--- config.mk ---
export PLATFORM = sky130hd
export DESIGN_NAME = mag_calc_seq_flat
export DESIGN_NICKNAME = d
export VERILOG_FILES = /design/src/rtl/mag_calc_seq_if.sv /design/src/rtl/mag_calc_seq.sv /design/src/flat_wrapper.sv
export SDC_FILE = /design/constraint.sdc
export NUM_CORES = 1
export LEC_CHECK = 0
export CORE_UTILIZATION = 40
export CTS_CLUSTER_SIZE = 24
export DETAILED_ROUTE_END_ITERATION = 12
export SYNTH_ARGS = -nofsm -noshare
export SYNTH_HDL_FRONTEND = slang
export SYNTH_SLANG_ARGS = --single-unit
export TNS_END_PERCENT = 50
--- constraint.sdc ---
create_clock -name clk -period 5.3 [get_ports clk]
set_input_delay 1.06 -clock clk [delete_from_list [all_inputs] [get_ports clk]]
set_output_delay 1.06 -clock clk [all_outputs]
set_load 0.03 [all_outputs]
--- src/rtl/mag_calc_seq_if.sv ---
// Operand/result handshake bundle for mag_calc_seq.
// master = operand source and result consumer; slave = the magnitude engine.
interface mag_calc_seq_if #(
  parameter int W = 8
);
  // Both channels use strict valid/ready: a transfer happens on a rising edge
  // where valid and ready are both high; a raised valid and its payload are
  // held until that edge, and ready never depends on valid in the same cycle.
  logic         in_valid;
  logic         in_ready;
  logic [W-1:0] x_in;
  logic [W-1:0] y_in;
  logic         round_in;
  logic         out_valid;
  logic         out_ready;
  logic [W:0]   out_mag;

  modport master (
    output in_valid, x_in, y_in, round_in, out_ready,
    input  in_ready, out_valid, out_mag
  );

  modport slave (
    input  in_valid, x_in, y_in, round_in, out_ready,
    output in_ready, out_valid, out_mag
  );
endinterface

--- src/rtl/mag_calc_seq.sv ---
// Sequential vector magnitude: floor or round of sqrt(x^2 + y^2), computed by a
// registered square-and-sum followed by a one-bit-per-cycle digit-by-digit root.
module mag_calc_seq #(
  parameter int W = 8
) (
  input  logic           clk,
  input  logic           rst,
  mag_calc_seq_if.slave  bus,
  output logic           busy,
  output logic [1:0]     dbg_state_o
);

  localparam int SW  = 2 * W + 2;
  localparam int RMW = W + 2;
  localparam int CW  = $clog2(W + 1);
  localparam logic [W:0] MAG_ONE = {{W{1'b0}}, 1'b1};

  typedef enum logic [1:0] {
    IDLE = 2'd0,
    SUM  = 2'd1,
    ROOT = 2'd2,
    DONE = 2'd3
  } state_t;

  state_t         state_q, state_d;
  logic [W-1:0]   x_q, x_d;
  logic [W-1:0]   y_q, y_d;
  logic           rnd_q, rnd_d;
  logic [SW-1:0]  s_q, s_d;
  logic [RMW-1:0] rem_q, rem_d;
  logic [W:0]     root_q, root_d;
  logic [CW-1:0]  cnt_q, cnt_d;
  logic [W:0]     mag_q, mag_d;

  logic [2*W-1:0] sq_x, sq_y;
  logic [RMW+1:0] rem_sh;
  logic [W+2:0]   trial;

  assign sq_x   = {{W{1'b0}}, x_q} * {{W{1'b0}}, x_q};
  assign sq_y   = {{W{1'b0}}, y_q} * {{W{1'b0}}, y_q};
  assign rem_sh = {rem_q, s_q[SW-1:SW-2]};
  assign trial  = {root_q, 2'b01};

  always_ff @(posedge clk or posedge rst) begin
    if (rst) begin
      state_q <= IDLE;
      x_q     <= '0;
      y_q     <= '0;
      rnd_q   <= 1'b0;
      s_q     <= '0;
      rem_q   <= '0;
      root_q  <= '0;
      cnt_q   <= '0;
      mag_q   <= '0;
    end else begin
      state_q <= state_d;
      x_q     <= x_d;
      y_q     <= y_d;
      rnd_q   <= rnd_d;
      s_q     <= s_d;
      rem_q   <= rem_d;
      root_q  <= root_d;
      cnt_q   <= cnt_d;
      mag_q   <= mag_d;
    end
  end

  always_comb begin
    state_d = state_q;
    x_d     = x_q;
    y_d     = y_q;
    rnd_d   = rnd_q;
    s_d     = s_q;
    rem_d   = rem_q;
    root_d  = root_q;
    cnt_d   = cnt_q;
    mag_d   = mag_q;
    case (state_q)
      IDLE: begin
        if (bus.in_valid) begin
          x_d     = bus.x_in;
          y_d     = bus.y_in;
          rnd_d   = bus.round_in;
          state_d = SUM;
        end
      end
      SUM: begin
        s_d     = {2'b00, sq_x} + {2'b00, sq_y};
        cnt_d   = CW'(W);
        rem_d   = '0;
        root_d  = '0;
        state_d = ROOT;
      end
      ROOT: begin
        s_d = {s_q[SW-3:0], 2'b00};
        if (rem_sh >= {1'b0, trial}) begin
          rem_d  = RMW'(rem_sh - {1'b0, trial});
          root_d = {root_q[W-1:0], 1'b1};
        end else begin
          rem_d  = RMW'(rem_sh);
          root_d = {root_q[W-1:0], 1'b0};
        end
        if (cnt_q == '0) begin
          // remainder > root means sqrt(s) >= root + 0.5, so round up
          mag_d   = (rnd_q && (rem_d > {1'b0, root_d})) ? root_d + MAG_ONE : root_d;
          state_d = DONE;
        end else begin
          cnt_d = cnt_q - CW'(1);
        end
      end
      DONE: begin
        if (bus.out_ready) state_d = IDLE;
      end
      default: state_d = IDLE;
    endcase
  end

  assign bus.in_ready  = (state_q == IDLE);
  assign bus.out_valid = (state_q == DONE);
  assign bus.out_mag   = mag_q;
  assign busy          = (state_q != IDLE);
  assign dbg_state_o   = state_q;

endmodule

--- src/flat_wrapper.sv ---
// flat-port wrapper written by rule: the top's interface ports become plain ports
module mag_calc_seq_flat 
#(
  parameter int W = 8
)
  (clk, rst, busy, dbg_state_o, bus_in_valid, bus_x_in, bus_y_in, bus_round_in, bus_out_ready, bus_in_ready, bus_out_valid, bus_out_mag);
  mag_calc_seq_if #(.W(W)) bus_i ();
  input  logic clk;
  input  logic rst;
  output logic busy;
  output logic [1:0] dbg_state_o;
  input wire logic [$bits(bus_i.in_valid)-1:0] bus_in_valid;
  input wire logic [$bits(bus_i.x_in)-1:0] bus_x_in;
  input wire logic [$bits(bus_i.y_in)-1:0] bus_y_in;
  input wire logic [$bits(bus_i.round_in)-1:0] bus_round_in;
  input wire logic [$bits(bus_i.out_ready)-1:0] bus_out_ready;
  output wire logic [$bits(bus_i.in_ready)-1:0] bus_in_ready;
  output wire logic [$bits(bus_i.out_valid)-1:0] bus_out_valid;
  output wire logic [$bits(bus_i.out_mag)-1:0] bus_out_mag;
  assign bus_i.in_valid = bus_in_valid;
  assign bus_i.x_in = bus_x_in;
  assign bus_i.y_in = bus_y_in;
  assign bus_i.round_in = bus_round_in;
  assign bus_i.out_ready = bus_out_ready;
  assign bus_in_ready = bus_i.in_ready;
  assign bus_out_valid = bus_i.out_valid;
  assign bus_out_mag = bus_i.out_mag;
  mag_calc_seq #(.W(W)) u_core (.clk(clk), .rst(rst), .bus(bus_i), .busy(busy), .dbg_state_o(dbg_state_o));
endmodule
==> summary.md <==
| Metric | Value |
|---|---|
| Primary FF master, synth | `dfrtp_1` |
| Fin nets | `a little over 1000` |
| # DRC | `0` |
| First-pass GRT wire length | `~27000 um` |
| DRT Pass-1 Iters | `5` |
| Flops & latches, synth | `69` |
| Vias in the first global route | `around 5500` |
| Violated checks | `setup timing` |
| Final worst setup slack | `-0.266 ns` |
| Seq/Total Area, Yosys | `23.9%` |
| Core ar. | `roughly 0.017 mm2` |
| Skew final | `between 0.01 and 0.015 ns` |
| P&R area growth vs syn | `21.7%` |
| Drt wl/cell | `14.6 um` |
| # rows | `48` |
| Vias/cell | `between 4 and 5` |
| Crit end category | `flip-flop` |
| Worst-path clk slew | `0.06 ns` |
| Max-slew headroom | `a little over a third` |
| Worst setup path endpoint | `u_core.s_q[16]` |
| Via count | `roughly 5400` |
| Yosys top cell by area | `dfrtp_1` |
| WP data required | `5.53 ns` |
| Hold buffer count at CTS | `0` |
| CP Launch Type | `flip-flop` |
| Share of the clock period used by the worst path | `105%` |
| R2R Setup Slk | `-0.27 ns` |
| Met1 usage | `around a quarter` |
| Clock Path Buffers | `2` |
| Endpoints failing hold | `0` |
| RSZ-0062 raised after global routing | `true` |
| Met2 GRT Util | `30.1%` |
| Antenna cells | `0` |
| Critical path type | `flip-flop to flip-flop` |
| Min-Delay Path Depth | `2` |
| F_max | `about 0.18 GHz` |
| CTS root buf | `clkbuf_16` |
| R2R cell count | `21` |
| Synth area leaders | `dfrtp_1 (24%), fa_1 (21%), ha_1 (14%)` |
| Die height | `between 100 and 150 um` |
| Final slew viol count | `0` |
| Hpwl dp | `approximately 12000 um` |
| RD Place Congestion | `approximately 0.82` |
| Mapped Cells | `roughly 750` |
| Crit-path max FO | `3` |
| Layer with the highest usage | `met2` |
| Worst Tran Pin Value | `slightly below 1 ns` |
| Met3 Use GR | `between 2 and 2.5%` |
| Avg Cell Area, Syn | `around 9.6 um2` |
| Io pins | `35` |
| R2r startpoint | `u_core.y_q[1]` |
| Initial antenna violation count | `0` |
| Final min period | `approximately 5.6 ns` |
| Min-Delay Path Class | `flip-flop to flip-flop` |
| Layout Cells excl Fill | `around 1100` |
| Antenna Nets Post-Route | `0` |
| Die extent in x | `136 um` |
| Ys async rst share | `100%` |
| Fill count | `1627` |
| Largest net degree at the start of global routing | `between 40 and 50` |
| Die area | `between 0.015 and 0.02 mm2` |
| CP Data Arrival Time | `just under 6 ns` |
| Num CTS Buffers | `9` |
| Total placed cells including tap cells | `~1100` |
| # H-tree levels | `3` |
| DRT iter0 DRCs | `between 200 and 300` |
| CTS tree | `done` |
| Commonest non-fill, non-tap cell in the layout | `inv_1` |
| Sink Count | `~70` |
| Number of flops mapped to enable cells by yosys | `0` |
| Critical path launch point | `u_core.y_q[1]` |
| # port buffers | `34` |
| Layout cells sized above 1 | `20.4%` |
| GRT Util Overall | `about a fifth` |
| Most frequent cells in the layout | `inv_1 (118), ha_1 (77), buf_4 (74)` |
| Cell variety after synth | `between 50 and 60` |
| Overflow after GRT | `0` |
| Starting Density | `41.4%` |
| Status | `finished with violations` |
| R2r endpoint | `u_core.s_q[16]` |
| Synth warnings | `0` |
| Net Count, Synth | `between 900 and 1000` |
| Yosys top cell area share | `23.9%` |
| DRT Wirelength | `roughly 16000 um` |
| Mapped cell area | `0.00723 mm2` |
| Clk_lat worst skew | `between 0.3 and 0.4 ns` |
| # Max-Cap Violations | `0` |
| # setup viols final | `2` |
==> timing repair <==
action / in CTS / in global routing
resized for setup: 19 / 22
pin swaps: 31 / 24
setup buffers: 3 / 2
endpoints found under the setup margin: 8 / 8
==> cells by family (layout without fill, tap and decap cells) <==
family | count (synthesis) | after routing | share of synthesized area, %
compound gates | 127 | 127 | 11.4
xor+xnor | 30 | 30 | 3.64
fa+ha+maj | 158 | 158 | 35.2
buf+inv | 150 | 252 | 7.91
flops | 69 | 69 | 23.9
mux | 33 | 33 | 5.18
simple gates | 185 | 185 | 12.8
==> cells in the mapped netlist, types with 3 or more instances <==
| cell type | instances |
|---|---|
| inv_1 | 125 |
| ha_1 | 82 |
| fa_1 | 76 |
| dfrtp_1 | 69 |
| nand2_1 | 44 |
| a21oi_1 | 42 |
| nor2_1 | 38 |
| and2_1 | 37 |
| o21ai_0 | 31 |
| nand3_1 | 27 |
| mux2_2 | 25 |
| clkbuf_1 | 21 |
| xnor2_1 | 21 |
| a22o_1 | 12 |
| a21o_1 | 9 |
| xor2_1 | 9 |
| mux2i_1 | 7 |
| a211oi_1 | 6 |
| nand2b_1 | 6 |
| nand4_1 | 6 |
| nor2b_1 | 6 |
| nor3_1 | 6 |
| and3_1 | 5 |
| o21ai_1 | 5 |
| a31oi_1 | 3 |
==> stage by stage <==
| step | utilization, % | setup slack (ns) | hold slack, ns | setup TNS, ns | instance area [um2] |
|---|---|---|---|---|---|
| 6_report | 50.3 | -0.266 | 0.476 | -0.439 | 8800 |
| 5_1_grt | 50.3 | -0.442 | 0.505 | -1.71 | 8800 |
| 4_1_cts | 49.9 | -0.290 | 0.484 | -0.500 | 8710 |
| 3_5_place_dp | 47.8 | -0.432 | 0.470 | -1.30 | 8350 |
| 3_3_place_gp | 47.8 | -0.369 | 0.465 | -1.04 | 8350 |
| 2_1_floorplan | - | -0.203 | 0.465 | -0.265 | 7330 |
==> worst max-delay path, cell delays in order (launching register included) <==
cell and delay [ns]:
dfrtp_1 0.39, buf_4 0.14, and2_4 0.15, buf_4 0.13, fa_1 0.51, xor2_1 0.17, xnor2_1 0.12, fa_1 0.56
fa_1 0.43, fa_1 0.50, inv_1 0.05, fa_1 0.50, inv_1 0.04, ha_1 0.28, or3_4 0.39, o21ai_2 0.08
o31ai_2 0.10, o41a_1 0.35, nand3_1 0.08, nand2_1 0.07, xnor2_1 0.12, a221o_1 0.29
==> layer usage <==
layer	wire (um)	share of wire [%]
met5	0	0
met4	240	1.5
met3	378	2.4
met2	7390	47
met1	7700	49
==> flip-flops by register name (all words and copies together), names as in the netlist <==
register and cells:
u_core.y_q 8, u_core.x_q 8, u_core.bus.out_mag 9, u_core.cnt_q 4
u_core.rem_q 10, u_core.dbg_state_o 2, u_core.root_q 9, u_core.s_q 18
u_core.rnd_q 1
==> how the worst min path moves through the flow <==
| stage | to | from | slack, ns |
|---|---|---|---|
| after global routing | u_core.bus.out_mag[4] | u_core.bus.out_mag[4] | 0.51 |
| after floorplan | u_core.cnt_q[2] | u_core.cnt_q[2] | 0.46 |
| after detailed placement | u_core.bus.out_mag[4] | u_core.bus.out_mag[4] | 0.47 |
| after CTS | u_core.bus.out_mag[4] | u_core.bus.out_mag[4] | 0.48 |
| after global placement | u_core.bus.out_mag[4] | u_core.bus.out_mag[4] | 0.47 |
| final | u_core.bus.out_mag[4] | u_core.bus.out_mag[4] | 0.48 |
==> final cells by class <==
| cell class | count | area (um2) | share of cell area, % |
|---|---|---|---|
| Clock buffer | 10 | 239 | 2.72 |
| Clock inverter | 6 | 46.3 | 0.526 |
| Inverter | 126 | 473 | 5.38 |
| Multi-Input combinational cell | 533 | 5110 | 58.1 |
| Sequential cell | 69 | 1740 | 19.8 |
| Tap cell | 225 | 282 | 3.20 |
| Timing Repair Buffer | 110 | 911 | 10.4 |
Power is not shown: default switching activity piles up to over one toggle a cycle in this logic, so the estimate is an artifact.
